===== src/rtl/muldiv_unit.sv =====
// Iterative radix-2 multiply/divide unit for MULT/MULTU/DIV/DIVU.
// One shift-add or restore step per cycle; results land in HI/LO after a sign fix-up cycle.
module muldiv_unit #(
    parameter int WIDTH = 32
) (
    input  logic             CLK,
    input  logic             nRST,
    input  logic             start,
    input  logic [1:0]       op,
    input  logic [WIDTH-1:0] porta,
    input  logic [WIDTH-1:0] portb,
    input  logic             kill,
    output logic             busy,
    output logic             done,
    output logic [WIDTH-1:0] hi,
    output logic [WIDTH-1:0] lo,
    output logic             div_zero
);
    localparam int CW = $clog2(WIDTH);

    typedef enum logic [1:0] {IDLE, CALC, FIX, DONE} state_t;

    state_t             state, state_n;
    logic [CW-1:0]      cnt;
    logic               is_div;
    logic               sign_a, sign_b;
    logic [2*WIDTH-1:0] acc;
    logic [WIDTH-1:0]   rem;
    logic [WIDTH-1:0]   opnd;

    logic               accept, dbz, neg_a, neg_b;
    logic [WIDTH-1:0]   mag_a, mag_b;
    logic [WIDTH:0]     mul_sum;
    logic [WIDTH:0]     div_shift;
    logic [WIDTH-1:0]   div_sub;
    logic               div_ge;
    logic [2*WIDTH-1:0] prod_fix;
    logic [WIDTH-1:0]   quo_fix, rem_fix;

    assign accept = (state == IDLE || state == DONE) && start && !kill;
    assign dbz    = op[1] && (portb == '0);
    assign neg_a  = op[0] && porta[WIDTH-1];
    assign neg_b  = op[0] && portb[WIDTH-1];
    assign mag_a  = neg_a ? (~porta + 1'b1) : porta;
    assign mag_b  = neg_b ? (~portb + 1'b1) : portb;

    // Multiply: the low half of acc starts as the multiplier and is consumed LSB first
    // while the product grows into the upper half.
    assign mul_sum   = {1'b0, acc[2*WIDTH-1:WIDTH]} + (acc[0] ? {1'b0, opnd} : '0);

    // Divide: dividend sits in the low half of acc and shifts out MSB first; quotient shifts in.
    assign div_shift = {rem, acc[WIDTH-1]};
    assign div_ge    = div_shift >= {1'b0, opnd};
    assign div_sub   = div_shift[WIDTH-1:0] - opnd;

    assign prod_fix  = (sign_a ^ sign_b) ? (~acc + 1'b1) : acc;
    assign quo_fix   = (sign_a ^ sign_b) ? (~acc[WIDTH-1:0] + 1'b1) : acc[WIDTH-1:0];
    assign rem_fix   = sign_a ? (~rem + 1'b1) : rem;

    assign busy = (state == CALC) || (state == FIX);
    assign done = (state == DONE);

    always_ff @(posedge CLK) begin
        if (!nRST) state <= IDLE;
        else       state <= state_n;
    end

    always_comb begin
        state_n = state;
        case (state)
            IDLE, DONE: begin
                if (kill)       state_n = IDLE;
                else if (start) state_n = dbz ? DONE : CALC;
                else            state_n = IDLE;
            end
            CALC: begin
                if (kill)                        state_n = IDLE;
                else if (cnt == CW'(WIDTH - 1))  state_n = FIX;
            end
            FIX:     state_n = kill ? IDLE : DONE;
            default: state_n = IDLE;
        endcase
    end

    always_ff @(posedge CLK) begin
        if (!nRST) begin
            cnt      <= '0;
            is_div   <= 1'b0;
            sign_a   <= 1'b0;
            sign_b   <= 1'b0;
            acc      <= '0;
            rem      <= '0;
            opnd     <= '0;
            hi       <= '0;
            lo       <= '0;
            div_zero <= 1'b0;
        end else begin
            div_zero <= 1'b0;
            case (state)
                IDLE, DONE: begin
                    if (accept) begin
                        is_div <= op[1];
                        sign_a <= neg_a;
                        sign_b <= neg_b;
                        cnt    <= '0;
                        rem    <= '0;
                        if (dbz) begin
                            acc      <= '0;
                            opnd     <= '0;
                            hi       <= porta;
                            lo       <= '1;
                            div_zero <= 1'b1;
                        end else if (op[1]) begin
                            acc  <= {{WIDTH{1'b0}}, mag_a};
                            opnd <= mag_b;
                        end else begin
                            acc  <= {{WIDTH{1'b0}}, mag_b};
                            opnd <= mag_a;
                        end
                    end
                end
                CALC: begin
                    cnt <= cnt + 1'b1;
                    if (is_div) begin
                        rem <= div_ge ? div_sub : div_shift[WIDTH-1:0];
                        acc <= {acc[2*WIDTH-1:WIDTH], acc[WIDTH-2:0], div_ge};
                    end else begin
                        acc <= {mul_sum, acc[WIDTH-1:1]};
                    end
                end
                FIX: begin
                    if (!kill) begin
                        if (is_div) begin
                            hi <= rem_fix;
                            lo <= quo_fix;
                        end else begin
                            hi <= prod_fix[2*WIDTH-1:WIDTH];
                            lo <= prod_fix[WIDTH-1:0];
                        end
                    end
                end
                default: ;
            endcase
        end
    end
endmodule


===== config.mk =====
export PLATFORM = sky130hd
export DESIGN_NAME = muldiv_unit
export DESIGN_NICKNAME = d
export VERILOG_FILES = /design/src/rtl/muldiv_unit.sv
export SDC_FILE = /design/constraint.sdc
export NUM_CORES = 1
export LEC_CHECK = 0
export BUFFER_PORTS_ARGS = -buffer_cell sky130_fd_sc_hd__buf_2
export CAP_MARGIN = 5
export CORE_ASPECT_RATIO = 1.25
export CORE_MARGIN = 3
export CORE_UTILIZATION = 57
export CTS_BUF_LIST = sky130_fd_sc_hd__clkbuf_4 sky130_fd_sc_hd__clkbuf_8
export DETAILED_ROUTE_END_ITERATION = 10
export PLACE_DENSITY = 0.78
export SYNTH_ARGS = -nofsm -noshare
export SYNTH_HDL_FRONTEND = slang
export SYNTH_SLANG_ARGS = --single-unit

===== constraint.sdc =====
create_clock -name CLK -period 3.3 [get_ports CLK]
set_input_delay 0.99 -clock CLK [delete_from_list [all_inputs] [get_ports CLK]]
set_output_delay 0.99 -clock CLK [all_outputs]
set_load 0.005 [all_outputs]

# [Yosys cells after proc, flatten, opt, wreduce, memory -nomap -nowiden]
# Index checks and enable logic that the tools add are counted.
[totals] ff_bits=203 in_bits=70 wordCells=93
[op_classes] addsub=8 magnitude_cmp=1 n_eq_ne=10 mux=37 bitwise_logic=6 n_reduce_logical=19
[op_table] op="32-bit two-way mux" n=20
[op_table] op="64-bit two-way mux" n=3
[op_table] op="32-bit case mux with 2 select lines" n=3
[op_table] op="32-bit by 1-bit adder with 32-bit output (second input constant)" n=4
[op_table] op="32-bit inverter" n=4
[op_table] op="64-bit case mux with 2 select lines" n=1
[op_table] op="64-bit by 1-bit adder with 64-bit output (second input constant)" n=1
[op_table] op="64-bit inverter" n=1
[op_table] op="32-bit by 32-bit adder with 33-bit output" n=1
[op_table] op="33-bit by 32-bit greater-or-equal comparator with 1-bit output" n=1
[op_table] op="32-bit zero test" n=1
[op_table] op="32-bit subtractor" n=1
[op_table] op="2-bit two-way mux" n=6
[op_table] op="2-bit != test (second input constant)" n=5
[op_table] op="5-bit case mux with 2 select lines" n=1
[op_table] op="3-bit AND reduction" n=3
[op_table] op="2-bit case mux with 3 select lines" n=1
[op_table] op="5-bit by 1-bit adder with 5-bit output (second input constant)" n=1
[op_table] op="5-bit equality test (second input constant)" n=1
[op_table] op="1-bit logical AND" n=5
[op_table] op="5-bit two-way mux" n=1
[op_table] op="2-bit equality test (second input constant)" n=2
[op_table] op="2-bit AND reduction" n=2
[op_table] op="4-bit AND reduction" n=1
[op_table] op="other kinds (9)" n=11

# [Logic depth before layout (Yosys ltp)]
[depth] ltp_word=7 depth_mapped=13 depth_no_buf=12

# [Worst setup path after synthesis]
# OpenSTA, ideal clock, no wires.
[synth_timing] path_type="input-to-reg" startpoint="input port portb[13]" endpoint="register lo[20]" setup_ps=116 arrival_time_ps=3117 slack_ps=66 stages=9 path_buffers=2 path_cell_list="or4_1 -> nor3_2 -> nand3_2 -> nor4b_4 -> a21o_1 -> buf_4 -> buf_2 -> nand3_1 -> o211a_1"
[synth_between] elab_chain_len=4
[synth_lines] item="start: declaration" line="11" rtl="input logic [WIDTH-1:0] portb,"
[synth_lines] item="32-bit zero test" line="41" rtl="assign dbz = op[1] && (portb == '0);"
[synth_lines] item="1-bit logical AND" line="41"
[synth_lines] item="2-bit != test (no source line)"
[synth_lines] item="4-bit AND reduction (no source line)"
[synth_lines] item="end signal: assignment" line="135" rtl="lo <= quo_fix;"
[synth_lines] item="end signal: assignment" line="138" rtl="lo <= prod_fix[WIDTH-1:0];"
[synth_lines] item="end: declaration" line="16" rtl="output logic [WIDTH-1:0] lo,"
# Every way passes these cells.
# A chain may end at the register's enable or synchronous reset.

# [Worst setup path in the final report]
[layout_timing] startpoint="register opnd[0]" endpoint="register acc[61]"
[layout_between] elab_chain_len=4
[layout_lines] item="start: declaration" line="29" rtl="logic [WIDTH-1:0] opnd;"
[layout_lines] item="start signal: assignment" line="115" rtl="opnd <= mag_b;"
[layout_lines] item="start signal: assignment" line="118" rtl="opnd <= mag_a;"
[layout_lines] item="32-bit two-way mux" line="49" rtl="assign mul_sum = {1'b0, acc[2*WIDTH-1:WIDTH]} + (acc[0] ? {1'b0, opnd} : '0);"
[layout_lines] item="32-bit by 32-bit adder with 33-bit output" line="49"
[layout_lines] item="64-bit two-way mux" line="124" rtl="if (is_div) begin"
[layout_lines] item="64-bit case mux with 2 select lines" line="99" rtl="case (state)"
[layout_lines] item="end signal: assignment" line="114" rtl="acc <= {{WIDTH{1'b0}}, mag_a};"
[layout_lines] item="end signal: assignment" line="126" rtl="acc <= {acc[2*WIDTH-1:WIDTH], acc[WIDTH-2:0], div_ge};"
[layout_lines] item="end signal: assignment" line="128" rtl="acc <= {mul_sum, acc[WIDTH-1:1]};"
[layout_lines] item="end: declaration" line="27" rtl="logic [2*WIDTH-1:0] acc;"
# Every way passes these cells. The select of a mux whose other input is x is not followed.

==> summary.txt <==
Setup path
  • Max incr delay on CP: 0.41 ns
  • Setup crit start: opnd[0]$_SDFFE_PN0P_
  • CP Class: flip-flop to flip-flop
  • Worst reg2reg endpoint: acc[61]$_SDFFE_PN0P_
  • Startpoint types: flip-flop
  • Reg2reg setup slack: 0.20 ns
  • Crit-path slowest cell: dfxtp_1
  • RR Startpoint: opnd[0]$_SDFFE_PN0P_
  • Crit path DAT: 3.56 ns
  • Crit-path cells: and2_1, ha_1, inv_1, fa_1, nor2b_1, o31a_1, o21bai_2, o21ai_0, buf_4, a21o_1, a31oi_2, o2111a_1, a211o_1
  • Termination of the worst setup path: acc[61]$_SDFFE_PN0P_
  • CP Capture Type: flip-flop
  • Req. time, crit path: 3.75 ns
  • Worst-path fanout max: 3
  • R2R cell count: 13

Die
  • IO Pins: 137
  • Initial core utilization: 58.1%
  • Die Height: 194 um
  • Row cnt: 68
  • Die ar.: 0.0303 mm^2
  • Area of the core: 0.0277 mm^2
  • Die width: 156 um

Placement
  • Hpwl dp: 45.6 mm
  • Placement Setup Slack: -0.219 ns
  • RD Place Congestion: 1.05
  • Placed cells: 2,620
  • Port buffer count: 136

Final layout
  • ANT cells: 0
  • Share of layout cells above drive strength 1: 19.1%
  • Post-route insts no fill: 2,688
  • Nets: 2,455
  • Area growth syn-to-layout: 17.5%

Route
  • Detailed Route WL: 59.5 mm
  • Vias/cell: 6.47
  • Wire length per cell: 22.1 um
  • Iter 0 DRT Violations: 1,687
  • Residual DRC: 0
  • Vias: 17,397
  • Post-DRT Antenna Nets: 0
  • Pre-Repair DR Iteration Count: 6

Synth
  • Number of flops mapped to enable cells by yosys: 0
  • Top cell type's share of synthesized area: 25.2%
  • Net Count, Synth: 2,253
  • Synthesized area per cell: 7.64 um^2
  • Cell Area, Synth: 0.0161 mm^2
  • Post-synthesis adder-cell area fraction: 5.92%
  • Most area-consuming cells after synthesis: dfxtp_1 (25%), o21ai_0 (6.0%), ha_1 (5.7%)
  • Post-Synth XOR/XNOR Area: 10.5%
  • Number of distinct library cells after synthesis: 85
  • Most frequent cells after synthesis: dfxtp_1 (203), o21ai_0 (193), nand2_1 (190), a21oi_1 (153), nor2_1 (143)
  • Proportion of synthesized area in mux cells: 4.28%
  • Main combinational cell family by area after synthesis: compound AO/OA/AOI/OAI gates
  • Async SR Flop Fraction: 0%
  • Synth Warn #: 0
  • Compound-Gate Fraction of Synth Area: 28.4%
  • Synth Flop Type: dfxtp_1
  • Seq/Total Area, Yosys: 25.2%
  • Synth Register Bits: 203
  • Simple-gate share of the synthesized area: 20.3%
  • Post-Synthesis Cells: 2,108
  • Count leader, synth: dfxtp_1
  • Largest area contributor in the synthesized netlist: dfxtp_1

Clock network
  • Num CTS Buffers: 38
  • Sink Count: 203
  • Max Root-Sink Buffers: 3
  • H-tree depth: 2
  • Clock root buffer: clkbuf_8
  • Clk_lat worst skew: 0.57 ns
  • CTS clk-pin slew, worst paths: 0.06 ns
  • CTS tree: done

GRT
  • Congestion Overflow GR: 0
  • Gr usage total: 37.8%
  • Initial antenna violation count: 0
  • Vias in the first global route: 16,723
  • Largest net degree at the start of global routing: 127
  • First-pass GRT wire length: 91.7 mm

STA
  • Final min period: 3.10 ns
  • Final Skew: 0.0249 ns
  • RSZ-0062 raised after global routing: false
  • Final Cycle Share: 94.1%
  • Worst hold slack: 0.463 ns
  • Setup violators final: 0
  • Worst rel slew slack: 28.8%
  • Final Hold Fails: 0
  • Worst Max-Slew Pin Slew: 1.07 ns
  • Final WS setup: 0.196 ns
  • Max Freq: 0.322 GHz
  • Total negative slack: 0 ns
  • Pins Over Slew Limit: 0

Power
  • Pwr/cell area: 366 mW/mm^2
  • Worst IR Drop VDD: 0.231 mV
  • Lkg Pwr: 0.00831 uW
  • Final Power: 6930 uW

Run
  • Maxcap violations: 0

Status
  • Outcome: finished clean

Hold path
  • HP Class: flip-flop to flip-flop
  • Hold Crit Start: opnd[2]$_SDFFE_PN0P_
==> report_power, final <==
group / internal, uW / switching [uW] / leakage (uW) / total [uW]
sequential: 2510 / 69.9 / 0.00164 / 2580
combinational: 648 / 1050 / 0.00623 / 1700
clock: 1490 / 1160 / 0.000436 / 2640
==> layout by cell type (no fill, tap or decap), drive strengths merged, types with 9 or more instances in the layout <==
master,count
a211oi,9
a21o,26
a21oi,154
a22o,27
a22oi,12
a31oi,60
a32oi,14
and2,10
and3,17
buf,307
clkbuf,63
dfxtp,203
ha,73
inv,75
mux2,15
mux2i,52
nand2,190
nand2b,17
nand3,64
nand4,16
nor2,143
nor2b,28
nor3,45
nor3b,13
nor4,21
o211a,19
o211ai,34
o21ai,203
o21bai,12
o31ai,38
o41ai,15
or3,19
or4,23
xnor2,101
xor2,93
==> routing by layer <==
metal | share of wire [%] | GRT usage, % | wire length, um | vias up
li1 | - | - | - | 8150
met5 | 0 | 0 | 0 | -
met1 | 39 | 46.2 | 22900 | 8159
met2 | 47 | 62.2 | 27900 | 864
met4 | 6.3 | 21.3 | 3770 | 0
met3 | 8.2 | 6.43 | 4870 | 224
==> cell type report <==
type | count | area (um^2)
flip-flops and latches | 203 | 4070
clock inverters | 5 | 25.0
clock buffers | 63 | 779
multi-input cells | 1682 | 11300
well taps | 350 | 438
repair buffers | 307 | 2050
inverters | 78 | 293
fillers | 2359 | 8810
==> state kept, by name (all words and copies together) (netlist names) <==
signal / flops
is_div: 1
sign_a: 1
hi: 32
div_zero: 1
state: 2
acc: 64
rem: 32
sign_b: 1
lo: 32
opnd: 32
cnt: 5
==> kinds of logic (layout without fill, tap and decap cells) <==
group	after synthesis	count (layout)
multiplexers	67	67
XOR/XNOR	194	194
buffers and inverters	223	453
AND/OR/NAND/NOR	643	643
AO/OA/AOI/OAI	703	703
adder cells (fa/ha/maj)	75	75
flip-flops	203	203
==> stage by stage <==
stage	utilization (%)	instance area (um^2)
5_1_grt	68.2	18900
6_report	68.2	18900
2_1_floorplan	-	16100
4_1_cts	68.1	18900
3_5_place_dp	65.2	18100
3_3_place_gp	65.2	18100
==> critical path: cells and delay by family, from the launching register on <==
kind / cells / cell delay, ns
buffers and inverters: 2 / 0.26
flip-flops: 1 / 0.41
AND/OR/NAND/NOR: 2 / 0.36
adder cells (fa/ha/maj): 2 / 0.55
AO/OA/AOI/OAI: 7 / 1.40
==> timing repair <==
item,4_1_cts,5_1_grt
endpoints found under the setup margin,2,12
resized for setup,1,12
buffers inserted,0,0
hold buffers,0,0
==> how the worst min path moves through the flow <==
stage | slack (ns) | end | cells after the start
after global routing | 0.49 | opnd[3]$_SDFFE_PN0P_ | 2
final | 0.46 | opnd[2]$_SDFFE_PN0P_ | 2
after CTS | 0.46 | opnd[2]$_SDFFE_PN0P_ | 2
after floorplan | 0.43 | opnd[2]$_SDFFE_PN0P_ | 2
after detailed placement | 0.45 | opnd[2]$_SDFFE_PN0P_ | 2
after global placement | 0.44 | opnd[6]$_SDFFE_PN0P_ | 2
No activity file was read; power rests on OpenSTA's default activity.
